--- config.mk ---
export PLATFORM = sky130hd
export DESIGN_NAME = result_reader
export DESIGN_NICKNAME = d
export VERILOG_FILES = /design/src/rtl/result_reader.sv
export SDC_FILE = /design/constraint.sdc
export NUM_CORES = 1
export LEC_CHECK = 0
export ABC_AREA = 1
export BUFFER_PORTS_ARGS = -buffer_cell sky130_fd_sc_hd__buf_4
export CORE_MARGIN = 5
export CORE_UTILIZATION = 42
export CTS_CLUSTER_SIZE = 8
export DETAILED_ROUTE_END_ITERATION = 10
export MAX_ROUTING_LAYER = met4
export PLACE_DENSITY = 0.71
export SLEW_MARGIN = 20
export SYNTH_ARGS = -nofsm -noshare
export SYNTH_HDL_FRONTEND = slang
export SYNTH_SLANG_ARGS = --single-unit
--- constraint.sdc ---
create_clock -name clk -period 2.1 [get_ports clk]
set_input_delay 0.42 -clock clk [delete_from_list [all_inputs] [get_ports clk]]
set_output_delay 0.42 -clock clk [all_outputs]
set_load 0.02 [all_outputs]
--- src/rtl/result_reader.sv ---
// ---------------------------------------------------------------------------
// result_reader
//
// Reads back word pairs that the forward pass stored in the dual-port result
// memory. Each pair is fetched from two consecutive addresses in one memory
// cycle and buffered. The two words are then streamed out one per beat on a
// valid/ready interface, with the port-1 word first and the port-2 word second.
//
// Parameters
//   DWIDTH  data word width (signed fixed point, passed through untouched)
//   frac    fractional bits of the data format (documentation only)
//   AWIDTH  memory address width
//   CWIDTH  width of the pair-count input
//
// Ports
//   clk, rst           rising-edge clock, asynchronous active-low reset
//   start              one-cycle transfer request, honoured only when idle
//   base_addr          address of the first port-1 word
//   pair_count         number of pairs to move (0 gives an empty transfer)
//   mem_en             memory read enable
//   mem_addr1/2        read addresses; these hold while mem_en is low
//   mem_data1/2        read data, valid the cycle after mem_en
//   m_data/m_valid/
//   m_ready/m_last     output stream; m_last marks the final word
//   busy               high from start acceptance until the done pulse
//   done               one-cycle pulse when a transfer finishes
// ---------------------------------------------------------------------------
module result_reader #(
  parameter int DWIDTH = 32,
  parameter int frac   = 24,
  parameter int AWIDTH = 8,
  parameter int CWIDTH = 8
) (
  input  logic              clk,
  input  logic              rst,
  input  logic              start,
  input  logic [AWIDTH-1:0] base_addr,
  input  logic [CWIDTH-1:0] pair_count,
  output logic              mem_en,
  output logic [AWIDTH-1:0] mem_addr1,
  output logic [AWIDTH-1:0] mem_addr2,
  input  logic [DWIDTH-1:0] mem_data1,
  input  logic [DWIDTH-1:0] mem_data2,
  output logic [DWIDTH-1:0] m_data,
  output logic              m_valid,
  input  logic              m_ready,
  output logic              m_last,
  output logic              busy,
  output logic              done
);

  // The data format must keep at least one integer bit. Nothing else in this
  // block depends on the binary point.
  if (frac >= DWIDTH) begin : g_bad_frac
    $error("result_reader: frac must be smaller than DWIDTH");
  end

  typedef enum logic [2:0] {
    IDLE,
    FETCH,
    CAPTURE,
    SEND1,
    SEND2,
    DONE
  } state_t;

  state_t              state_q, state_n;
  logic [AWIDTH-1:0]   addr_q, addr_n;
  logic [CWIDTH-1:0]   remaining_q, remaining_n;
  logic [DWIDTH-1:0]   buf2_q, buf2_n;

  logic                mem_en_n;
  logic [AWIDTH-1:0]   mem_addr1_n, mem_addr2_n;
  logic [DWIDTH-1:0]   m_data_n;
  logic                m_valid_n, m_last_n, busy_n, done_n;

  // Next-state and next-output logic. Every output is a register loaded from
  // the state being entered, so each output is already correct in the first
  // cycle of its state. The port-1 word goes directly into the m_data register,
  // so that register also serves as the port-1 buffer. Only the port-2 word
  // needs a separate holding register. The exceptions are done and busy.
  // The done pulse and the fall of busy come from the cycle spent in DONE, so
  // they become visible in the cycle after it.
  always_comb begin
    state_n     = state_q;
    addr_n      = addr_q;
    remaining_n = remaining_q;
    buf2_n      = buf2_q;
    m_data_n    = m_data;
    mem_addr1_n = mem_addr1;
    mem_addr2_n = mem_addr2;

    case (state_q)
      IDLE: begin
        if (start) begin
          if (pair_count == '0) begin
            state_n = DONE;
          end else begin
            state_n     = FETCH;
            addr_n      = base_addr;
            remaining_n = pair_count;
          end
        end
      end
      FETCH: begin
        state_n = CAPTURE;
      end
      CAPTURE: begin
        state_n  = SEND1;
        m_data_n = mem_data1;
        buf2_n   = mem_data2;
      end
      SEND1: begin
        if (m_ready) begin
          state_n  = SEND2;
          m_data_n = buf2_q;
        end
      end
      SEND2: begin
        if (m_ready) begin
          if (remaining_q == CWIDTH'(1)) begin
            state_n = DONE;
          end else begin
            state_n     = FETCH;
            remaining_n = remaining_q - CWIDTH'(1);
            addr_n      = addr_q + AWIDTH'(2);
          end
        end
      end
      DONE: begin
        state_n = IDLE;
      end
      default: begin
        state_n = IDLE;
      end
    endcase

    // The addresses change only when a fetch is issued. Otherwise they keep
    // the last pair that was read.
    if (state_n == FETCH) begin
      mem_addr1_n = addr_n;
      mem_addr2_n = addr_n + AWIDTH'(1);
    end

    mem_en_n  = (state_n == FETCH);
    m_valid_n = (state_n == SEND1) || (state_n == SEND2);
    m_last_n  = (state_n == SEND2) && (remaining_n == CWIDTH'(1));
    busy_n    = (state_n != IDLE);
    done_n    = (state_q == DONE);
  end

  // State, bookkeeping and output registers. Reset clears everything and
  // abandons any transfer in flight.
  always_ff @(posedge clk or negedge rst) begin
    if (!rst) begin
      state_q     <= IDLE;
      addr_q      <= '0;
      remaining_q <= '0;
      buf2_q      <= '0;
      mem_en      <= 1'b0;
      mem_addr1   <= '0;
      mem_addr2   <= '0;
      m_data      <= '0;
      m_valid     <= 1'b0;
      m_last      <= 1'b0;
      busy        <= 1'b0;
      done        <= 1'b0;
    end else begin
      state_q     <= state_n;
      addr_q      <= addr_n;
      remaining_q <= remaining_n;
      buf2_q      <= buf2_n;
      mem_en      <= mem_en_n;
      mem_addr1   <= mem_addr1_n;
      mem_addr2   <= mem_addr2_n;
      m_data      <= m_data_n;
      m_valid     <= m_valid_n;
      m_last      <= m_last_n;
      busy        <= busy_n;
      done        <= done_n;
    end
  end

endmodule

==> impl.org <==
** Run status
- The flow ran to the end, and the final reports show no timing, DRC or antenna violations.

** Power
- In this run the power density over the cells is 1610 nW/um2.
- Peak supply drop :: 0.000775 V
- Summed over all cells, the static leakage comes to between 3 and 4 nW.

** Floorplanning
- In this run the horizontal extent of the chip is 120 um.
- In this run the standard cell core region covers 12000 um2.
- Boundary Pins :: 137
- Row generation in the floorplan step produced 40 rows.
- Die height :: 120 um
- Starting Density :: 0.425
- The die covers approximately 14000 um2.

** Global route
- The number of antenna violations at the first check in global routing is 0.
- In the global route stage, met2 resource usage came out at 0.309.
- Global-route wire length before repair :: 22.3 mm
- Maximum number of pins on one net before global-route repair :: 54
- Vias in the first global route :: 4669
- Most heavily used metal layer in global routing :: met2
- Met1 Usage GRT :: 0.248
- Leftover overflow at the end of global routing :: 0
- Met3 GRT Util :: 0.0372
- GRT Overall Usage :: 0.194

** Placed design
- Post-placement worst setup slack :: -32.9 ps
- Port buffer count :: 136
- The wire-length estimate of the detail-placed layout is around 10 mm.
- At the end of routability-driven placement, the weighted congestion stood at 0.942.

** Clocking
- Clock tree from TritonCTS :: done
- Number of sinks driven by the clock tree :: 104
- Number of buffers on the longest clock path :: 2
- In this run the number of H-tree levels came out at 3.
- Clock tree synthesis selected as its root buffer the cell sky130_fd_sc_hd__clkbuf_16.
- Clock-pin slew was measured on the worst setup and hold paths at approximately 70 ps.
- At the later pin of the worst-skew pair, clock insertion delay measures 350 ps.
- Total clock buffers created by CTS :: 9
- Buffers inserted to repair hold after CTS numbered 0.

** Yosys
- Synthesized cell area :: 5090 um2
- Post-Synthesis Net Count :: 738
- Count of distinct cell types in the synthesized netlist :: 31
- In the synthesized netlist the async set-or-reset flop fraction comes to 1.00.
- Leading register cell type out of synthesis :: sky130_fd_sc_hd__dfrtp_1
- The share of the Yosys chip area taken by registers is 0.511.
- Yosys mapped a number of flops with a built-in enable equal to 0.
- After synthesis, the mean cell area works out to 7.83 um2.
- Gate count of the mapped netlist :: 650
- Register bit total from synthesis :: about 100
- Yosys printed 0 warnings.

** Timing
- The count of final hold-check violations came to 0.
- Relative slew slack :: 0.645
- Clock skew on the completed layout was measured at about 4.7 ps.
- Accumulated negative setup slack :: 0 ps
- Setup violations remaining at the end of the flow were counted as 0.
- Max-slew violation total from the final report :: 0
- Time the worst path needs with I/O delays and setup :: a little under 2000 ps
- Static timing analysis puts the maximum clock frequency at 0.509 GHz.
- Of the available clock period, the critical path in the final layout requires 0.936.
- Setup slack closes at about 130 ps.
- Slew at the pin closest to its max-slew limit :: 533 ps
- Setup repair after global routing could not meet its margin everywhere.

** Finish
- From synthesis to final layout, the design area changed by 32.4%.
- In the final design database the tool counted 884 nets.
- Fraction of final layout cells sized beyond drive strength 1 :: 0.263
- 0 antenna diodes ended up in the layout.

** Critical path
- CP Data Arrival Time :: between 2000 and 2500 ps
- CP Launch Type :: flop
- Max Fanout on Critical Path :: 9
- Startpoint-to-endpoint class of the critical path :: reg -> reg
- Required time worst endpoint :: 2380 ps
- Setup crit end kind :: flop

** Drt
- In this run, the number of DRC markers left after iteration 0 of detailed routing was between 300 and 400.
- Routed Antenna Nets :: 0
- Vias per inst :: 5.03
- In the routed design, unresolved DRC markers number 0.
- WL final :: roughly 13 mm
- The first detailed-routing pass ran for 4 iterations.
- In the final routed layout, each cell accounts on average for 14.2 um.
- Via count :: roughly 4800

** Min path
- The worst hold path belongs to the class in -> async.

** Flow run
- Across the run, the number of max-cap violations was 0.
cells in the final DEF, fill, tap and decap left out, types with 4 or more instances in the layout:
cell	count
sky130_fd_sc_hd__dfrtp_1	103
sky130_fd_sc_hd__a31oi_1	12
sky130_fd_sc_hd__buf_4	159
sky130_fd_sc_hd__nand4_1	20
sky130_fd_sc_hd__o21a_1	4
sky130_fd_sc_hd__o21ai_0	35
sky130_fd_sc_hd__nand2_1	169
sky130_fd_sc_hd__inv_1	63
sky130_fd_sc_hd__nor2_1	87
sky130_fd_sc_hd__nor2_2	7
sky130_fd_sc_hd__a21oi_1	44
sky130_fd_sc_hd__nand2_2	7
sky130_fd_sc_hd__nor3_1	6
sky130_fd_sc_hd__nand3_1	31
sky130_fd_sc_hd__inv_2	8
sky130_fd_sc_hd__clkbuf_16	9
sky130_fd_sc_hd__buf_12	4
registers in the layout (all words and copies together), names as in the netlist:
| name | flops |
|---|---|
| state_q | 3 |
| m_valid | 1 |
| m_data | 32 |
| m_last | 1 |
| buf2_q | 32 |
| remaining_q | 8 |
| busy | 1 |
| mem_addr2 | 8 |
| addr_q | 8 |
| done | 1 |
| mem_addr1 | 8 |
| mem_en | 1 |
layout make-up:
cell class                      instances  area [um2]
Clock buffer                           12         256
Timing Repair Buffer                  163        1270
Inverter                               71         267
Tap cell                              147         184
Multi-Input combinational cell        447        2130
Sequential cell                       104        2600
Fill cell                            1081        5220
Clock inverter                          4        28.8
critical path, stage by stage (launching register included):
cell and delay [ps]:
sky130_fd_sc_hd__dfrtp_1 440, sky130_fd_sc_hd__nor2_8 150, sky130_fd_sc_hd__inv_2 80, sky130_fd_sc_hd__nor2_8 90, sky130_fd_sc_hd__buf_4 160, sky130_fd_sc_hd__nand2_1 100
sky130_fd_sc_hd__inv_2 140, sky130_fd_sc_hd__nand3_1 150, sky130_fd_sc_hd__nand3_1 140, sky130_fd_sc_hd__nand2_1 90, sky130_fd_sc_hd__nor2_1 130, sky130_fd_sc_hd__nand4_1 110
sky130_fd_sc_hd__nor2_1 120
where the power goes:
group	switching [W]	leakage [nW]	internal, W
Combinational	0.00351	2.08	0.00220
Sequential	0.000534	1.24	0.00300
Clock	0.000737	0.135	0.000870
Total	0.00478	3.45	0.00607
logic make-up after synthesis:
kind of cell | after synthesis | share of synthesized area
AOI/OAI and AO/OA | 103 | 0.109
DFF | 104 | 0.511
xor gates and xnor gates | 3 | 0.00516
adders and majority gates | 4 | 0.00984
buffers and inverters | 99 | 0.0804
and+or+nand+nor | 337 | 0.284
per-layer routing:
| metal | vias up | wire [um] |
|---|---|---|
| met3 | 19 | 744 |
| met2 | 133 | 6490 |
| met5 | - | 0 |
| met4 | 0 | 180 |
| met1 | 2247 | 6080 |
| li1 | 2369 | - |
path summary, 6_finish.rpt:
kind | start | to | slack, ps | cells past startpoint
worst max-delay path | state_q[1] | m_last | 130 | 12
worst min-delay path | rst | buf2_q[18] | 20 | 1
worst max register to register | state_q[1] | m_last | 130 | 12
worst min register to register | buf2_q[27] | buf2_q[27] | 470 | 2
max in group asynchronous | rst | m_data[18] | 1490 | 2
min in group clk | mem_data2[31] | buf2_q[31] | 270 | 3
cells in the mapped netlist (all sizes together), types with 3 or more instances:
master	instances	share of area
nor2	98	0.082
nand2	177	0.13
buf	17	0.020
nand4	20	0.025
a31oi	12	0.015
nand3	33	0.034
inv	71	0.052
o21ai	39	0.039
o21a	4	0.0059
a21oi	44	0.043
ha	4	0.0098
clkbuf	11	0.0081
xor2	3	0.0052
nor3	7	0.0079
dfrtp	104	0.51
what timing repair did:
item,4_1_cts,5_1_grt
pin swaps,0,4
gates cloned,0,0
buffers inserted,0,3
endpoints found under the setup margin,2,8
resized for setup,3,10
through the flow:
| step | util | std cells | hold slack, ps | power (W) | instance area, um2 |
|---|---|---|---|---|---|
| 6_report | 0.563 | 948 | 17.8 | 0.0108 | 6740 |
| 5_1_grt | 0.563 | 948 | 54.3 | 0.0118 | 6740 |
| 4_1_cts | 0.559 | 945 | 31.3 | 0.0108 | 6680 |
| 3_5_place_dp | 0.534 | 929 | 402 | 0.00917 | 6390 |
| 3_3_place_gp | 0.534 | 929 | 405 | 0.00899 | 6390 |
| 2_1_floorplan | - | 650 | 124 | 0.00715 | 5090 |
Note: power is estimated with default switching activity, not from simulation.
